==> config.mk <==
export PLATFORM = sky130hd
export DESIGN_NAME = new_means_calc_sequencer
export DESIGN_NICKNAME = d
export VERILOG_FILES = /design/src/rtl/kmeans_pkg.sv /design/src/rtl/serial_divider.sv /design/src/rtl/new_means_calc_sequencer.sv
export SDC_FILE = /design/constraint.sdc
export NUM_CORES = 2
export LEC_CHECK = 0
export ABC_AREA = 1
export BUFFER_PORTS_ARGS = -buffer_cell sky130_fd_sc_hd__buf_2
export CAP_MARGIN = 10
export CORE_AREA = 2 2 549 551
export CTS_CLUSTER_SIZE = 24
export DETAILED_ROUTE_END_ITERATION = 6
export DIE_AREA = 0 0 551 553
export PLACE_DENSITY = 0.31
export SYNTH_ARGS = -nofsm -noshare
export SYNTH_HDL_FRONTEND = slang
export SYNTH_SLANG_ARGS = --single-unit
==> constraint.sdc <==
create_clock -name clk -period 9.35 [get_ports clk]
set_input_delay 1.87 -clock clk [delete_from_list [all_inputs] [get_ports clk]]
set_output_delay 1.87 -clock clk [all_outputs]
set_load 0.005 [all_outputs]
==> src/rtl/kmeans_pkg.sv <==
// Shared widths, FSM state type and saturation helper for the new-means
// sequencer and its serial dividers.
package kmeans_pkg;

  localparam int unsigned CENTROID_NUM = 8;
  localparam int unsigned CORD_NUM     = 7;
  localparam int unsigned CORD_W       = 13;
  localparam int unsigned ACCUM_CORD_W = 22;
  localparam int unsigned ACCUM_W      = CORD_NUM * ACCUM_CORD_W;
  localparam int unsigned COUNT_W      = 10;
  localparam int unsigned DATA_W       = CORD_NUM * CORD_W;
  localparam int unsigned IDX_W        = 3;
  localparam int unsigned DIV_CYCLES   = ACCUM_CORD_W;

  localparam logic [CORD_W-1:0] COORD_SAT = 13'h1FFF;

  typedef enum logic [2:0] {
    ST_IDLE   = 3'd0,
    ST_LOAD   = 3'd1,
    ST_DIVIDE = 3'd2,
    ST_EMIT   = 3'd3,
    ST_FINISH = 3'd4
  } seq_state_e;

  // Clamp a full-width quotient into one coordinate.
  function automatic logic [CORD_W-1:0] sat_coord(input logic [ACCUM_CORD_W-1:0] q);
    return (|q[ACCUM_CORD_W-1:CORD_W]) ? COORD_SAT : q[CORD_W-1:0];
  endfunction

endpackage

==> src/rtl/serial_divider.sv <==
// Restoring unsigned divider, one quotient bit per cycle, MSB first.
// The first bit is resolved on the start edge, so done_o rises DIV_CYCLES-1 edges later.
module serial_divider
  import kmeans_pkg::*;
(
  input  logic                    clk,
  input  logic                    rst_n,
  input  logic                    clear_i,
  input  logic                    start_i,
  input  logic [ACCUM_CORD_W-1:0] dividend_i,
  input  logic [COUNT_W-1:0]      divisor_i,
  output logic [ACCUM_CORD_W-1:0] quotient_o,
  output logic                    done_o
);

  localparam int unsigned CNT_W = $clog2(DIV_CYCLES);

  logic [COUNT_W-1:0]      rem_q, rem_d;
  logic [ACCUM_CORD_W-1:0] dvd_q, dvd_d;
  logic [COUNT_W-1:0]      div_q, div_d;
  logic [CNT_W-1:0]        cnt_q, cnt_d;
  logic                    run_q, run_d;
  logic                    done_q, done_d;

  logic [COUNT_W-1:0]      src_rem;
  logic [ACCUM_CORD_W-1:0] src_dvd;
  logic [COUNT_W-1:0]      src_div;
  logic [COUNT_W:0]        trial;
  logic                    fits;
  logic [COUNT_W-1:0]      step_rem;
  logic [ACCUM_CORD_W-1:0] step_dvd;

  // One restoring step; on start the operands come straight from the inputs.
  always_comb begin
    src_rem  = start_i ? '0 : rem_q;
    src_dvd  = start_i ? dividend_i : dvd_q;
    src_div  = start_i ? divisor_i : div_q;
    trial    = {src_rem, src_dvd[ACCUM_CORD_W-1]};
    fits     = (trial >= {1'b0, src_div});
    step_rem = fits ? COUNT_W'(trial - {1'b0, src_div}) : trial[COUNT_W-1:0];
    step_dvd = {src_dvd[ACCUM_CORD_W-2:0], fits};
  end

  always_comb begin
    rem_d  = rem_q;
    dvd_d  = dvd_q;
    div_d  = div_q;
    cnt_d  = cnt_q;
    run_d  = run_q;
    done_d = 1'b0;
    if (clear_i) begin
      run_d = 1'b0;
      cnt_d = '0;
    end else if (start_i) begin
      rem_d = step_rem;
      dvd_d = step_dvd;
      div_d = divisor_i;
      cnt_d = CNT_W'(DIV_CYCLES - 1);
      run_d = 1'b1;
    end else if (run_q) begin
      rem_d = step_rem;
      dvd_d = step_dvd;
      cnt_d = cnt_q - CNT_W'(1);
      if (cnt_q == CNT_W'(1)) begin
        run_d  = 1'b0;
        done_d = 1'b1;
      end
    end
  end

  always_ff @(posedge clk or negedge rst_n) begin
    if (!rst_n) begin
      rem_q  <= '0;
      dvd_q  <= '0;
      div_q  <= '0;
      cnt_q  <= '0;
      run_q  <= 1'b0;
      done_q <= 1'b0;
    end else begin
      rem_q  <= rem_d;
      dvd_q  <= dvd_d;
      div_q  <= div_d;
      cnt_q  <= cnt_d;
      run_q  <= run_d;
      done_q <= done_d;
    end
  end

  assign quotient_o = dvd_q;
  assign done_o     = done_q;

endmodule

==> src/rtl/new_means_calc_sequencer.sv <==
// Divides per-centroid sums by point counts and streams the eight new
// centroids, in index order, to the convergence checker.
module new_means_calc_sequencer
  import kmeans_pkg::*;
(
  input  logic                            clk,
  input  logic                            rst_n,
  input  logic                            means_regs_reset_n,
  input  logic                            start,
  input  logic [CENTROID_NUM*ACCUM_W-1:0] accum_sums,
  input  logic [CENTROID_NUM*COUNT_W-1:0] counts,
  output logic [DATA_W-1:0]               new_centroid_out,
  output logic [IDX_W-1:0]                cent_num,
  output logic                            divide_by_0,
  output logic                            centroid_valid,
  output logic                            busy,
  output logic                            done
);

  seq_state_e          state_q, state_d;
  logic [IDX_W-1:0]    idx_q, idx_d;
  logic [DATA_W-1:0]   data_q, data_d;
  logic [IDX_W-1:0]    cent_q, cent_d;
  logic                dbz_q, dbz_d;
  logic                valid_q, valid_d;
  logic                busy_q, busy_d;
  logic                done_q, done_d;

  logic [ACCUM_W-1:0]      sel_sums_c;
  logic [COUNT_W-1:0]      sel_count_c;
  logic                    count_zero_c;
  logic                    div_start_c;
  logic [CORD_NUM-1:0]     div_done;
  logic [ACCUM_CORD_W-1:0] quot [CORD_NUM];
  logic [DATA_W-1:0]       sat_data_c;

  // Operand select for the centroid currently being processed.
  always_comb begin
    sel_sums_c   = accum_sums[int'(idx_q)*ACCUM_W +: ACCUM_W];
    sel_count_c  = counts[int'(idx_q)*COUNT_W +: COUNT_W];
    count_zero_c = (sel_count_c == '0);
    div_start_c  = (state_q == ST_LOAD) && !count_zero_c && means_regs_reset_n;
  end

  for (genvar g = 0; g < CORD_NUM; g++) begin : g_div
    serial_divider u_div (
      .clk        (clk),
      .rst_n      (rst_n),
      .clear_i    (!means_regs_reset_n),
      .start_i    (div_start_c),
      .dividend_i (sel_sums_c[g*ACCUM_CORD_W +: ACCUM_CORD_W]),
      .divisor_i  (sel_count_c),
      .quotient_o (quot[g]),
      .done_o     (div_done[g])
    );
  end

  always_comb begin
    sat_data_c = '0;
    for (int j = 0; j < CORD_NUM; j++) begin
      sat_data_c[j*CORD_W +: CORD_W] = sat_coord(quot[j]);
    end
  end

  // Next state and next registered outputs; the clear overrides everything.
  always_comb begin
    state_d = state_q;
    idx_d   = idx_q;
    data_d  = data_q;
    cent_d  = cent_q;
    dbz_d   = 1'b0;
    valid_d = 1'b0;
    busy_d  = busy_q;
    done_d  = 1'b0;
    case (state_q)
      ST_IDLE: begin
        if (start) begin
          state_d = ST_LOAD;
          idx_d   = '0;
          busy_d  = 1'b1;
        end
      end
      ST_LOAD: begin
        if (count_zero_c) begin
          state_d = ST_EMIT;
          valid_d = 1'b1;
          cent_d  = idx_q;
          data_d  = '0;
          dbz_d   = 1'b1;
        end else begin
          state_d = ST_DIVIDE;
        end
      end
      ST_DIVIDE: begin
        if (&div_done) begin
          state_d = ST_EMIT;
          valid_d = 1'b1;
          cent_d  = idx_q;
          data_d  = sat_data_c;
        end
      end
      ST_EMIT: begin
        if (idx_q != IDX_W'(CENTROID_NUM - 1)) begin
          state_d = ST_LOAD;
          idx_d   = idx_q + IDX_W'(1);
        end else begin
          state_d = ST_FINISH;
          done_d  = 1'b1;
          busy_d  = 1'b0;
          cent_d  = '0;
        end
      end
      ST_FINISH: begin
        state_d = ST_IDLE;
        idx_d   = '0;
      end
      default: begin
        state_d = ST_IDLE;
        idx_d   = '0;
        busy_d  = 1'b0;
      end
    endcase
    if (!means_regs_reset_n) begin
      state_d = ST_IDLE;
      idx_d   = '0;
      data_d  = '0;
      cent_d  = '0;
      dbz_d   = 1'b0;
      valid_d = 1'b0;
      busy_d  = 1'b0;
      done_d  = 1'b0;
    end
  end

  always_ff @(posedge clk or negedge rst_n) begin
    if (!rst_n) begin
      state_q <= ST_IDLE;
      idx_q   <= '0;
      data_q  <= '0;
      cent_q  <= '0;
      dbz_q   <= 1'b0;
      valid_q <= 1'b0;
      busy_q  <= 1'b0;
      done_q  <= 1'b0;
    end else begin
      state_q <= state_d;
      idx_q   <= idx_d;
      data_q  <= data_d;
      cent_q  <= cent_d;
      dbz_q   <= dbz_d;
      valid_q <= valid_d;
      busy_q  <= busy_d;
      done_q  <= done_d;
    end
  end

  assign new_centroid_out = data_q;
  assign cent_num         = cent_q;
  assign divide_by_0      = dbz_q;
  assign centroid_valid   = valid_q;
  assign busy             = busy_q;
  assign done             = done_q;

endmodule

==> impl_metrics.env <==
export IMPL_status="complete, but fails checks"
export IMPL_violations="slew limit"
export IMPL_drc=0
export IMPL_clk_pin_slew_worst_paths_ns=0.06
export IMPL_syn_nets=6551
export IMPL_fmax_mhz=145.0
export IMPL_hold_violations=0
export IMPL_synth_avg_cell_area_um2=6.721
export IMPL_critPathRequiredTime_ns=9.91
export IMPL_cts_resized_gates=0
export IMPL_fin_crit_sh=0.7376
export IMPL_cts_max_path_buffers=3
export IMPL_ys_types=40
export IMPL_wirelength_um=298800
export IMPL_dr_pass1_iters=6
export IMPL_slew_viol_final=2
export IMPL_worst_path_stages=26
export IMPL_vias=43960
export IMPL_cts_tree="yes"
export IMPL_cp_arrival_ns=7.46
export IMPL_start_util=0.1157
export IMPL_power_frac_clock=0.231
export IMPL_hold_ws_ns=0.4731
export IMPL_start_kind="register"
export IMPL_final_antenna_net_count=0
export IMPL_grt_max_degree=109
export IMPL_ir_drop_uv=125.3
export IMPL_synthCells=5142
export IMPL_critPathSlowestCell="buf_4"
export IMPL_crit_buf_inv=4
export IMPL_final_common_cell="buf_2"
export IMPL_port_buffers=1413
export IMPL_die_area_mm2=0.3047
export IMPL_switching_power_mw=5.311
export IMPL_holdPathStages=2
export IMPL_grt_pass1_wl_um=392200
export IMPL_cp_max_fo=101
export IMPL_synthTopCellsByArea="dfrtp_1 (32%), nand2_1 (15%), o21ai_0 (9.9%)"
export IMPL_path_class="reg -> reg"
export IMPL_grt_use_total=0.1884
export IMPL_seqPwrFrac=0.271
export IMPL_yosysSeqAreaShare=0.3237
export IMPL_htree_levels=3
export IMPL_finalSetupViolCount=0
export IMPL_cp_top_family="simple AND/OR/NAND/NOR gates"
export IMPL_die_y_um=553
export IMPL_fin_nets=7704
export IMPL_clock_latency_ns=0.69
export IMPL_ff2ff_path_depth=26
export IMPL_rows=201
export IMPL_fin_worst_skew_ns=0.05589
export IMPL_crit_top_cell="nand2_1"
export IMPL_postSynthRegisterBits=447
export IMPL_finalWeightedCongestion=0.9888
export IMPL_numCtsBuffers=67
export IMPL_postCtsSetupRepairBufs=0
export IMPL_synth_ff_type="dfrtp_1"
export IMPL_critPathCaptureType="register"
export IMPL_sw_frac_of_total=0.4607
export IMPL_synth_warnings=0
export IMPL_hpwl_um=247900
export IMPL_areaGrowthSynthToFinish_pct=39.02
export IMPL_layout_common_cells="buf_2 (1412), nand2_1 (1358), o21ai_0 (687)"
export IMPL_rsz0062_at_grt="false"
export IMPL_grt_overflow=0
export IMPL_cts_root_buf="clkbuf_16"
export IMPL_core_area_mm2=0.2988
export IMPL_syn_area_mm2=0.03456
export IMPL_p_comb_frac=0.498
export IMPL_layout_cells_non_filler=10410
export IMPL_drtIter0Drc=3439
export IMPL_post_route_min_period_ns=6.897
export IMPL_setup_tns_ns=0
export IMPL_fp_dieW_um=551
export IMPL_hp_class="reg -> reg"
export IMPL_viasPerCell=4.221
export IMPL_yosys_area_top_type="dfrtp_1"
export IMPL_relSlewSlack=-0.008270
export IMPL_wl_per_cell_um=28.69
export IMPL_tightest_slew_ns=1.512
export IMPL_p_leak_nw=24.38
export IMPL_powerDensity_mw_per_mm2=239.9
export IMPL_synth_top_area_share=0.3237
export IMPL_dp_slack_ns=2.066
export IMPL_numPlacedInstances=10180
export IMPL_drive_gt1_frac=0.2805
export IMPL_synth_edf_count=0
export IMPL_antenna_found_initial=270
export IMPL_setup_ws_ns=2.453
export IMPL_p_int_mw=6.216
export IMPL_maxCapViolations=0
export IMPL_grt_pass1_vias=43020
export IMPL_io_pins=1414
export IMPL_critPathMaxStageDelay_ns=0.78
export IMPL_ys_async_sr_fraction=1.000
export IMPL_ctsHoldBuffers=0
export IMPL_cts_sinks=447
[cell families (layout without fill, tap and decap cells)]
kind of cell	after synthesis	after routing	share of synthesized area
simple gates	1877	1877	0.2290
compound gates	1786	1786	0.2936
buf+inv	867	2074	0.1003
flops	447	447	0.3237
fa+ha+maj	93	93	0.03519
xor+xnor	72	72	0.01825
other cells	0	107	0
[path summary, 6_finish.rpt]
path / from / endpoint / slack, ns
max reg2reg: idx_q[0] / g_div[3].u_div.rem_q[4] / 2.45
max in group asynchronous: rst_n / g_div[0].u_div.quotient_o[20] / 6.26
min in group asynchronous: rst_n / new_centroid_out[61] / 1.19
min: g_div[0].u_div.div_q[0] / g_div[0].u_div.div_q[0] / 0.47
max: idx_q[0] / g_div[3].u_div.rem_q[4] / 2.45
min reg2reg: g_div[0].u_div.div_q[0] / g_div[0].u_div.div_q[0] / 0.47
[power groups by stage]
stage | Clock, mW | Sequential, mW | Combinational, mW
2_1_floorplan | 0 | 3.00 | 3.89
3_3_place_gp | 0 | 3.15 | 5.82
3_5_place_dp | 0 | 3.15 | 5.78
4_1_cts | 2.81 | 3.12 | 5.83
5_1_grt | 2.86 | 3.21 | 6.54
6_report | 2.66 | 3.12 | 5.74
[through the flow]
| step | cell area [µm²] | util | power [mW] |
|---|---|---|---|
| 6_report | 48050 | 0.1608 | 11.53 |
| 5_1_grt | 47950 | 0.1605 | 12.62 |
| 4_1_cts | 47780 | 0.1599 | 11.76 |
| 3_5_place_dp | 45560 | 0.1525 | 8.933 |
| 3_3_place_gp | 45560 | 0.1525 | 8.966 |
| 2_1_floorplan | 34560 | - | 6.886 |
[cell usage after synthesis (19+ instances only)]
master	n
a21oi_1	668
a221oi_1	294
buf_1	29
buf_2	58
buf_4	19
clkbuf_1	291
dfrtp_1	447
ha_1	86
inv_1	449
nand2_1	1359
nand3_1	152
nand4_1	61
nor2_1	107
o21ai_0	687
o21ai_1	96
or2_2	157
xnor2_1	25
xor2_1	47
[registers in the layout, summed over array words and instances, names as in the netlist]
name,count
done,1
g_div.u_div.cnt_q,35
idx_q,3
g_div.u_div.run_q,7
g_div.u_div.quotient_o,154
busy,1
cent_num,3
new_centroid_out,91
g_div.u_div.done_o,7
divide_by_0,1
centroid_valid,1
g_div.u_div.rem_q,70
state_q,3
g_div.u_div.div_q,70
[worst min-delay path, delay by kind of cell (launching register included)]
family        cells  cell delay (ns)
flops             1             0.32
simple gates      2             0.12
[cell type report]
class                      count  area [µm²]
clock inverter                25       287.8
inverter                     462        1757
timing repair buffer        1489        7727
multi-input combinational   3828       19920
antenna                      107       267.8
clock buffer                  98        1934
sequential                   447       11200
fill                       35030      250700
tap                         3958        4952
[metal layers]
| metal | GRT usage | routed length [µm] | up-vias |
|---|---|---|---|
| met5 | 0 | 571 | - |
| met4 | 0.05421 | 9780 | 86 |
| met3 | 0.04627 | 21250 | 589 |
| met2 | 0.3251 | 144400 | 1994 |
| met1 | 0.2295 | 122800 | 21260 |
| li1 | - | - | 20020 |
Power figures use the tool's default switching activity.
